--- src/rtl/mult_pkg.sv ---
// Shared types for the radix-2 Booth multiplier: datapath control bundle,
// controller state encoding and the default operand width.
package mult_pkg;

    localparam int MULT_N = 8;

    typedef struct packed {
        logic load_A;
        logic load_B;
        logic load_add;
        logic add_sub;
        logic shift_HQ_LQ;
    } mult_control_t;

    typedef enum logic [2:0] {
        IDLE,
        LOAD,
        OP,
        SHIFT,
        DONE
    } mult_state_t;

endpackage

--- src/rtl/mult_booth_ctrl.sv ---
// Control FSM for the radix-2 Booth datapath: LOAD, then N x (OP, SHIFT), then DONE.
// Latency is fixed; Q_LSB only selects add/subtract/nothing in OP.
module mult_booth_ctrl
    import mult_pkg::*;
#(
    parameter int N  = MULT_N,
    parameter int CW = $clog2(N)
) (
    input  logic          clk,
    input  logic          rst,
    input  logic          start,
    input  logic [1:0]    Q_LSB,
    output mult_control_t mult_control,
    output logic          busy,
    output logic          done,
    output logic          result_valid
);

    localparam logic [CW-1:0] LAST = CW'(N - 1);

    mult_state_t   state, state_nx;
    logic [CW-1:0] cnt, cnt_nx;
    logic          rv_nx;

    always_ff @(posedge clk) begin
        if (!rst) begin
            state        <= IDLE;
            cnt          <= '0;
            result_valid <= 1'b0;
        end else begin
            state        <= state_nx;
            cnt          <= cnt_nx;
            result_valid <= rv_nx;
        end
    end

    always_comb begin
        state_nx     = state;
        cnt_nx       = cnt;
        rv_nx        = result_valid;
        mult_control = '0;
        busy         = 1'b1;
        done         = 1'b0;
        case (state)
            IDLE: begin
                busy = 1'b0;
                if (start) begin
                    state_nx = LOAD;
                    rv_nx    = 1'b0;
                end
            end
            LOAD: begin
                mult_control.load_A = 1'b1;
                mult_control.load_B = 1'b1;
                cnt_nx              = '0;
                state_nx            = OP;
            end
            OP: begin
                // 00/11 still burn the OP cycle so every operand pair takes the same time
                case (Q_LSB)
                    2'b01: mult_control.load_add = 1'b1;
                    2'b10: begin
                        mult_control.load_add = 1'b1;
                        mult_control.add_sub  = 1'b1;
                    end
                    default: ;
                endcase
                state_nx = SHIFT;
            end
            SHIFT: begin
                mult_control.shift_HQ_LQ = 1'b1;
                if (cnt == LAST) begin
                    state_nx = DONE;
                end else begin
                    cnt_nx   = cnt + 1'b1;
                    state_nx = OP;
                end
            end
            DONE: begin
                done     = 1'b1;
                rv_nx    = 1'b1;
                state_nx = IDLE;
            end
            default: begin
                busy     = 1'b0;
                state_nx = IDLE;
            end
        endcase
    end

endmodule
--- config.mk ---
export PLATFORM = sky130hd
export DESIGN_NAME = mult_booth_ctrl
export DESIGN_NICKNAME = d
export VERILOG_FILES = /design/src/rtl/mult_pkg.sv /design/src/rtl/mult_booth_ctrl.sv
export SDC_FILE = /design/constraint.sdc
export NUM_CORES = 1
export LEC_CHECK = 0
export ABC_CLOCK_PERIOD_IN_PS = 3350
export CORE_AREA = 3 3 40 42
export DETAILED_ROUTE_END_ITERATION = 10
export DIE_AREA = 0 0 43 45
export GPL_TIMING_DRIVEN = 1
export MAX_ROUTING_LAYER = met4
export SLEW_MARGIN = 20
export SYNTH_ARGS = -nofsm -noshare
export SYNTH_HDL_FRONTEND = slang
export SYNTH_SLANG_ARGS = --single-unit
--- constraint.sdc ---
create_clock -name clk -period 3.35 [get_ports clk]
set_clock_uncertainty 0.2 [all_clocks]
set_input_delay 0.335 -clock clk [delete_from_list [all_inputs] [get_ports clk]]
set_output_delay 0.335 -clock clk [all_outputs]
set_load 0.005 [all_outputs]
## Word level (Yosys, flattened, before mapping)

Index checks and enable logic that the tools add are counted.

- Reductions and logical operators: 7
- $add $sub $neg: 1
- Mux-type cells: 14
- Equality and inequality tests: 9

Operators by type and width:

| cell | count |
|---|---|
| $pmux W3 S4 | 1 |
| $mux W3 | 3 |
| $eq A3 B2 Y1 const B | 2 |
| $eq A3 B3 Y1 const B | 2 |
| $mux W1 | 6 |
| $pmux W3 S2 | 1 |
| $mux W2 | 2 |
| $ne A2 B2 Y1 const B | 2 |
| $reduce_and A2 Y1 | 2 |
| $reduce_bool A2 Y1 | 2 |
| $reduce_or A4 Y1 | 1 |
| $add A3 B1 Y3 const B | 1 |
| $eq A3 B1 Y1 const B | 1 |
| $logic_not A3 Y1 | 1 |
| $eq A2 B1 Y1 const B | 1 |
| $eq A2 B2 Y1 const B | 1 |
| $pmux W1 S2 | 1 |
| $reduce_or A2 Y1 | 1 |

- Output and inout port bits: 8
- Flip-flop bits (word level): 7
- Logic and storage cells: 34

## Longest topological paths before layout

- Word-level depth: 4
- Gate-level depth with buffers: 4
- Mapped depth without buffers: 4

## Worst setup path before layout

No wires, ideal clock.

- Path type: input to output
- From: input port Q_LSB[0]
- To: output port mult_control[2] in the netlist's numbering
- Arrival: 0.923 ns
- Buffers on the path: 0
- Setup slack: 1.892 ns
- Stages: 3
- Cells stage by stage: inv_1 -> ha_1 -> nor4b_1

RTL lines:

| item | RTL line | text |
|---|---|---|
| from (decl) | mult_booth_ctrl.sv:12 | `input logic [1:0] Q_LSB,` |
| to (decl) | mult_booth_ctrl.sv:13 | `output mult_control_t mult_control,` |

==> metrics.txt <==
Vias/cell=4.88; Worst Path Required=between 2 and 3 ns; PD cells=between 300 and 400 nW/um^2; cell-internal power=~150 uW; CTS tree=yes; Final Hold Violating Endpoints=0; Startpoint Class=input port; Peak VDD IR=0.259 mV; max_cap viols=0; final worst path period need=around 2.4 ns; PnR worst setup slack=just over 0.9 ns; fill count=136; synth warn=0; R2R Path Start=cnt[0]; DP Area=between 400 and 500 sq um; Hold Buf Count CTS=0; Die H=45 microns; Rel. slew slack=roughly four fifths; DRC viols=0; switching fraction of total power=23.4%; hold_ws=0.280 ns; min-delay src=cnt[2]; Post-Route WL=705 microns; share of cells above drive strength 1=13.2%; CTS Sinks=7; Lkg Pwr=about 0.20 nW; total core area=1280 sq um; initial antenna violation count=0; Crit path arrival time=between 1.5 and 2 ns; crit end category=output pin; outcome=complete, no violations; share of power burned in registers=a little under half; post-synthesis cell type count=23; Design Area, Final=517 sq um; post-DP HPWL=approximately 540 microns; syn_area_per_cell=roughly 9.3 sq um; Post-Synthesis Cell Area=364 sq um; cts bufs inserted=3; Setup-failing EPs final=0; FF-to-FF path depth=4; Clock Power Share=around two fifths; Final Power=194 uW; Post-Syn Instances=39; sequential area share after synthesis=approximately two fifths; Total GRT Usage=between 7 and 8%; Root Driver=clkbuf_4; vias in the first global route=around 260; hold path depth=2; wire length per cell=~10 microns; pre-CTS setup slack=0.921 ns; # nets final=62; postcts setup bufs=0; initial core utilization=28.3%; Pre-Repair DR Iteration Count=4; Remaining Overflow, GRT=0; vias=roughly 330; Core Rows=13; DRT iter0 DRCs=15; # resized after CTS=0; Area Overhead vs Synth=41.9%; Mapped Nets=47; global placer's final weighted congestion=0.601; Final TNS setup=0 ns; clock slew at reported path FFs=roughly 0.050 ns; CP Class=in2out; Max Slew Vio Count=0; clk_lat worst skew=between 0.2 and 0.3 ns; Max Root-Sink Buffers=2; first-pass GRT wire length=1.01 mm; Final period util=between 70 and 80%; fmax=413 MHz; H-tree depth=1; port bufs=12; worst-path maximum fanout=1; chip width=approximately 43 microns; # IOs=13; largest net degree at the start of global routing=11; Die ar.=about 1900 sq um; Slew @ Worst Pin=about 0.31 ns; origin of the worst setup path=Q_LSB[0]; ANT nets after route=0; HP Class=reg2reg; RSZ-0062 raised after global routing=no; # diodes=0; Synth Register Bits=7; NetSw=roughly 46 uW; combinational power share=14.4%
[state kept, by name, summed over array words and instances (netlist names)]
name	count
cnt	3
result_valid	1
state	3
[metrics by stage]
step / util (%) / instances
after floorplan: - / 39
after global placement: 38.2 / 64
after detailed placement: 38.2 / 64
after CTS: 40.2 / 68
after global routing: 40.2 / 68
final: 40.2 / 68
[logic make-up after synthesis]
family          Yosys count  synth area share [%]
simple gates             18                  32.3
compound gates            7                  12.0
flops                     7                  38.5
buf+inv                   3                  4.47
fa+ha+maj                 3                  10.3
xor+xnor                  1                  2.41
[synthesized netlist by cell type]
cell type,count,share of area [%]
and3_2,1,2.1
a21oi_1,1,1.4
nor2_1,2,2.1
and2_1,1,1.7
o21a_1,1,2.1
and4bb_2,1,3.4
inv_1,1,1.0
buf_2,1,1.4
nor3_1,1,1.4
xnor2_1,1,2.4
nand2b_1,2,3.4
o21ai_0,1,1.4
o22ai_1,3,5.2
nand2_1,5,5.2
nand3_1,1,1.4
dfxtp_1,7,38
nand2b_4,1,3.8
a21boi_0,1,2.1
buf_4,1,2.1
and3b_2,1,2.7
ha_1,3,10
nor4b_1,1,2.4
nor4bb_1,1,2.7
[placed cells by master, fill, tap and decap left out, drive strengths merged]
cell type,n
and3,1
nor4b,1
a21boi,1
and3b,1
xnor2,1
ha,3
nor2,2
nor3,1
o21ai,1
o21a,1
and2,1
nand3,1
o22ai,3
dfxtp,7
a21oi,1
nand2b,3
clkdlybuf4s50,12
inv,1
nor4bb,1
nand2,5
and4bb,1
clkbuf,4
[metal layers]
| metal | vias to the layer above | wire length (microns) | global-route usage [%] |
|---|---|---|---|
| li1 | 167 | - | - |
| met1 | 150 | 314 | 8.78 |
| met2 | 15 | 313 | 9.88 |
| met3 | 0 | 77 | 6.37 |
| met4 | 0 | 0 | 0 |
| met5 | - | 0 | - |
[critical path, cell delays in order]
cell	delay [ns]
clkdlybuf4s50_1	0.45
inv_1	0.04
ha_1	0.27
nor4b_1	0.24
clkdlybuf4s50_1	0.55
[power groups by stage]
| stage | Clock [mW] | Sequential, mW | Combinational, mW |
|---|---|---|---|
| 5_1_grt | 0.0828 | 0.0902 | 0.0311 |
| 3_3_place_gp | 0 | 0.0912 | 0.0283 |
| 4_1_cts | 0.0792 | 0.0896 | 0.0285 |
| 3_5_place_dp | 0 | 0.0913 | 0.0285 |
| 2_1_floorplan | 0 | 0.0901 | 0.0143 |
| 6_report | 0.0767 | 0.0896 | 0.0281 |
[final timing paths]
check	slack (ns)	to
max reg2reg	1.94	cnt[1]
max	0.93	mult_control[2]
min reg2reg	0.28	cnt[2]
min	0.28	cnt[2]
[layout make-up]
| type | count | area, sq um | area share [%] |
|---|---|---|---|
| clock buffers | 4 | 26.3 | 5.08 |
| inverters | 1 | 3.75 | 0.726 |
| multi-input cells | 29 | 208 | 40.2 |
| flip-flops and latches | 7 | 140 | 27.1 |
| repair buffers | 12 | 120 | 23.2 |
| well taps | 15 | 18.8 | 3.63 |
Power figures use the tool's default switching activity.
